### src/rtl/picorv_freeahb_adapter.sv
// PicoRV32 native memory port to FreeAHB ahb_master user-port bridge; one core transfer becomes one single-beat AHB transfer.
// Optional build macro PICORV_FREEAHB_INSTR_PROT_EN marks opcode fetches in HPROT[0]; otherwise HPROT is privileged data.
module picorv_freeahb_adapter (
  input  logic        clk,
  input  logic        resetn,
  input  logic        mem_valid,
  input  logic        mem_instr,
  input  logic [31:0] mem_addr,
  input  logic [31:0] mem_wdata,
  input  logic [3:0]  mem_wstrb,
  output logic        mem_ready,
  output logic [31:0] mem_rdata,
  output logic        freeahb_valid,
  output logic [31:0] freeahb_addr,
  output logic [31:0] freeahb_wdata,
  output logic [2:0]  freeahb_size,
  output logic        freeahb_write,
  output logic        freeahb_read,
  output logic [31:0] freeahb_min_len,
  output logic        freeahb_cont,
  output logic [3:0]  freeahb_prot,
  output logic        freeahb_lock,
  input  logic        freeahb_next,
  input  logic [31:0] freeahb_rdata,
  input  logic [31:0] freeahb_result_addr,
  input  logic        freeahb_ready
);

  typedef enum logic [1:0] {
    IDLE   = 2'd0,
    REQ    = 2'd1,
    RDWAIT = 2'd2,
    DONE   = 2'd3
  } state_t;

  state_t      state_q, state_d;
  logic        valid_q, valid_d;
  logic        write_q, write_d;
  logic        read_q, read_d;
  logic        ready_q, ready_d;
  logic [31:0] addr_q, addr_d;
  logic [31:0] wdata_q, wdata_d;
  logic [2:0]  size_q, size_d;
  logic [3:0]  prot_q, prot_d;
  logic [31:0] rdata_q, rdata_d;
  logic [4:0]  map_w;

  // Strobe pattern -> {HSIZE, byte offset}; irregular patterns fall back to a full word.
  always_comb begin
    map_w = {3'b010, 2'b00};
    case (mem_wstrb)
      4'b0001: map_w = {3'b000, 2'b00};
      4'b0010: map_w = {3'b000, 2'b01};
      4'b0100: map_w = {3'b000, 2'b10};
      4'b1000: map_w = {3'b000, 2'b11};
      4'b0011: map_w = {3'b001, 2'b00};
      4'b1100: map_w = {3'b001, 2'b10};
      default: map_w = {3'b010, 2'b00};
    endcase
  end

  always_comb begin
    state_d = state_q;
    valid_d = valid_q;
    write_d = write_q;
    read_d  = read_q;
    ready_d = ready_q;
    addr_d  = addr_q;
    wdata_d = wdata_q;
    size_d  = size_q;
    rdata_d = rdata_q;
`ifdef PICORV_FREEAHB_INSTR_PROT_EN
    prot_d  = prot_q;
`else
    prot_d  = 4'b0011;
`endif
    case (state_q)
      IDLE: begin
        ready_d = 1'b0;
        if (mem_valid) begin
          state_d = REQ;
          valid_d = 1'b1;
          write_d = |mem_wstrb;
          read_d  = ~|mem_wstrb;
          addr_d  = {mem_addr[31:2], map_w[1:0]};
          size_d  = map_w[4:2];
          wdata_d = mem_wdata;
`ifdef PICORV_FREEAHB_INSTR_PROT_EN
          prot_d  = {3'b001, ~mem_instr};
`endif
        end
      end
      REQ: begin
        if (freeahb_next) begin
          valid_d = 1'b0;
          if (write_q) begin
            // Posted write: the core is released as soon as the master takes the request.
            write_d = 1'b0;
            ready_d = 1'b1;
            state_d = DONE;
          end else if (freeahb_ready) begin
            rdata_d = freeahb_rdata;
            read_d  = 1'b0;
            ready_d = 1'b1;
            state_d = DONE;
          end else begin
            state_d = RDWAIT;
          end
        end
      end
      RDWAIT: begin
        if (freeahb_ready) begin
          rdata_d = freeahb_rdata;
          read_d  = 1'b0;
          ready_d = 1'b1;
          state_d = DONE;
        end
      end
      DONE: begin
        ready_d = 1'b0;
        state_d = IDLE;
      end
      default: begin
        state_d = IDLE;
        valid_d = 1'b0;
        write_d = 1'b0;
        read_d  = 1'b0;
        ready_d = 1'b0;
      end
    endcase
  end

  always_ff @(posedge clk or negedge resetn) begin
    if (!resetn) begin
      state_q <= IDLE;
      valid_q <= 1'b0;
      write_q <= 1'b0;
      read_q  <= 1'b0;
      ready_q <= 1'b0;
      addr_q  <= '0;
      wdata_q <= '0;
      size_q  <= '0;
      prot_q  <= '0;
      rdata_q <= '0;
    end else begin
      state_q <= state_d;
      valid_q <= valid_d;
      write_q <= write_d;
      read_q  <= read_d;
      ready_q <= ready_d;
      addr_q  <= addr_d;
      wdata_q <= wdata_d;
      size_q  <= size_d;
      prot_q  <= prot_d;
      rdata_q <= rdata_d;
    end
  end

  assign mem_ready       = ready_q;
  assign mem_rdata       = rdata_q;
  assign freeahb_valid   = valid_q;
  assign freeahb_addr    = addr_q;
  assign freeahb_wdata   = wdata_q;
  assign freeahb_size    = size_q;
  assign freeahb_write   = write_q;
  assign freeahb_read    = read_q;
  assign freeahb_prot    = prot_q;
  assign freeahb_min_len = 32'd0;
  assign freeahb_cont    = 1'b0;
  assign freeahb_lock    = 1'b0;

  logic unused_sig;
  assign unused_sig = ^{freeahb_result_addr, mem_addr[1:0], mem_instr};

endmodule

### config.mk
export PLATFORM = sky130hd
export DESIGN_NAME = picorv_freeahb_adapter
export DESIGN_NICKNAME = d
export VERILOG_FILES = /design/src/rtl/picorv_freeahb_adapter.sv
export SDC_FILE = /design/constraint.sdc
export NUM_CORES = 1
export LEC_CHECK = 0
export ABC_AREA = 0
export CORE_ASPECT_RATIO = 0.5
export CORE_MARGIN = 3
export CORE_UTILIZATION = 37
export CTS_CLUSTER_SIZE = 24
export DETAILED_ROUTE_END_ITERATION = 12
export GPL_ROUTABILITY_DRIVEN = 1
export GPL_TIMING_DRIVEN = 0
export PLACE_DENSITY = 0.81
export SLEW_MARGIN = 20
export SYNTH_ARGS = -nofsm -noshare
export SYNTH_HDL_FRONTEND = slang
export SYNTH_SLANG_ARGS = --single-unit
### constraint.sdc
create_clock -name clk -period 2.15 [get_ports clk]
set_input_delay 0.43 -clock clk [delete_from_list [all_inputs] [get_ports clk]]
set_output_delay 0.43 -clock clk [all_outputs]
set_load 0.05 [all_outputs]
==> out/metrics.yaml <==
chipHeight_um: 83.3
cts_buffer_depth: 2
clk_pin_slew_worst_paths_ns: 0.07
fmax_mhz: 492
rows: 27
final-hold-violation-count: 0
gp_congestion: 0.720
vias: 3148
hold_path_class: "in -> async"
grt_pass1_wl_mm: 17.9
cellPowerDensity_nw_per_um2: 1830
skew_ns: 0.00624
yosys.area.top_type: "dfrtp_1"
postCtsHoldBufs: 0
dp_cells: 704
p_leak_nw: 3.12
hold_ws_ns: 0.0745
slew_headroom_pct: 60.9
drt_iter0_drc: 118
postRouteAntennaNets: 0
setup_slack_ns: 0.115
tritoncts: "done"
place.detailed.hpwl_mm: 8.70
period_minus_slack_ns: 2.03
multi_input_area_um2: 1560
firstDrtPassIters: 6
cts_resized: 0
ys_seq_area_share_pct: 59.5
power.total_mw: 13.0
core_um2: 11300
crit_family: "buffers and inverters"
cts_buffers: 9
maxCapViolations: 0
wl_per_cell_um: 15.3
rsz0062_at_grt: "false"
htreeDepth: 3
post-route-period-util_pct: 94.6
ir_drop_mv: 0.875
nFillCells: 883
crit_path_start_kind: "flop"
worstPathArrival_ns: 1.60
root_buffer: "clkbuf_16"
postRouteWirelength_mm: 11.0
clock-sinks: 105
run_status: "complete, no violations"
synth_top_area_share_pct: 59.5
crit_slowest_cell: "clkdlybuf4s50_1"
setup_viol: 0
synth_cells: 302
gr-total-overflow: 0
reg2reg_slack_ns: 0.29
required_ns: 1.72
final-seq-area_um2: 2630
critical-path-max-stage-delay_ns: 0.79
synth.area.top_cells: "dfrtp_1 (59%), mux2_2 (24%), buf_4 (6.5%), ha_1 (1.4%), buf_2 (0.79%)"
ys_types: 32
start_util_pct: 39.0
cp_cell_sequence: "buf_4 -> clkdlybuf4s50_1"
num_antenna_cells: 0
synth_seq_cells: 105
fp.dieW_um: 161
antenna_found_initial: 0
drive_gt1_share_pct: 28.9
cts_setup_buffers: 0
first_global_vias: 3404
ios: 279
port_buffers: 206
worstSetupPathType: "reg -> out"
tightest_slew_ns: 0.586
yosysWarnings: 0
die-area_um2: 13400
area_growth_pct: 61.5
drc_errors: 0
crit_fanout: 2
nNetsFinal: 699
grt_usage_pct: 16.6
grt_max_degree: 63
worstSkewPairLatency_ns: 0.33
critPathBufInv: 2
tns_ns: 0
drv_slew: 0
dp_slack_ns: 0.0368
viasPerCell: 4.37
syn_area_per_cell_um2: 14.6
syn_area_um2: 4420
critPathCaptureType: "output pin"
final_cells: 720
cells in the final DEF (no fill, tap or decap), drive strengths merged, types with 4 or more instances in the layout:
cell | Yosys | layout
clkdlybuf4s50 | 0 | 205
dfrtp | 105 | 105
mux2 | 96 | 96
buf | 48 | 50
conb | 2 | 38
clkbuf | 0 | 12
nand2 | 7 | 7
ha | 5 | 5
nor2 | 4 | 4
cell usage after synthesis:
library cell  count
nor2b_1           3
a21oi_4           1
or2_2             1
a21oi_1           2
nor4_1            2
a221oi_1          2
xnor2_1           1
mux2i_1           1
and2b_1           1
buf_6             3
buf_4            38
o41ai_1           3
nor4bb_1          1
nand3_1           1
a31oi_1           1
o32a_1            1
mux2_2           94
nand2_1           7
ha_1              5
a2bb2oi_1         1
o21ai_0           3
xor2_1            1
inv_1             3
dfrtp_1         105
o21a_1            1
nor3_1            2
buf_2             7
conb_1            2
nand2b_1          2
o22ai_1           1
mux2_1            2
nor2_1            4
registers in the layout (all words and copies together), names as in the netlist:
| name | count |
|---|---|
| freeahb_size | 2 |
| state_q | 2 |
| freeahb_valid | 1 |
| mem_ready | 1 |
| freeahb_wdata | 32 |
| freeahb_prot | 1 |
| freeahb_write | 1 |
| freeahb_addr | 32 |
| freeahb_read | 1 |
| mem_rdata | 32 |
stage by stage:
step           utilization, %  cell area, um^2
3_3_place_gp             60.2             6820
2_1_floorplan               -             4550
4_1_cts                  63.1             7140
5_1_grt                  63.1             7140
6_report                 63.1             7140
3_5_place_dp             60.5             6840
path summary, 6_finish.rpt:
path,start,endpoint,depth (start not counted)
max in group asynchronous,resetn,freeahb_wdata[11],2
hold reg to reg,freeahb_addr[1],freeahb_addr[1],2
setup reg to reg,state_q[0],mem_rdata[18],6
setup / recovery,freeahb_prot[0],freeahb_prot[1],2
hold / removal,resetn,mem_rdata[10],1
min in group clk,freeahb_addr[1],freeahb_addr[1],2
metal layers:
layer | routed length, um | vias to the layer above | global-route usage, %
met5 | 0 | - | 0
met4 | 121 | 0 | 3.62
met3 | 772 | 11 | 5.03
met2 | 6170 | 111 | 32.4
met1 | 3980 | 1546 | 17.5
li1 | - | 1480 | -
worst reg2reg max path, delay by kind of cell (launching register included):
family	cells	cell delay (ns)
fa+ha+maj	1	0.35
flops	1	0.40
compound gates	1	0.23
mux	1	0.35
buf+inv	2	0.31
simple gates	1	0.11
cell type report:
type / count / area share [%]
timing repair buffer: 207 / 29.3
clock inverter: 4 / 0.368
sequential: 105 / 36.8
clock buffer: 12 / 3.73
inverter: 3 / 0.158
buffer: 48 / 4.96
multi-input combinational: 182 / 21.9
tap: 159 / 2.79
power breakdown:
part           total, mW  internal (mW)  switching, mW  leakage (nW)
Combinational       7.96           3.03           4.94          1.73
Clock               1.58          0.879          0.699         0.145
Sequential          3.49           2.98          0.503          1.25
Total               13.0           6.89           6.14          3.12
logic make-up (layout without fill, tap and decap cells):
family                   count (synthesis)  in the layout  synth area share, %
adder cells (fa/ha/maj)                  5              5                 1.42
multiplexers                            97             97                 24.7
other                                    2             38                0.170
AO/OA/AOI/OAI                           16             16                 2.80
flip-flops                             105            105                 59.5
AND/OR/NAND/NOR                         24             24                 2.80
buffers and inverters                   51            274                 8.27
XOR/XNOR                                 2              2                0.396
(Power assumes the default switching activity.)
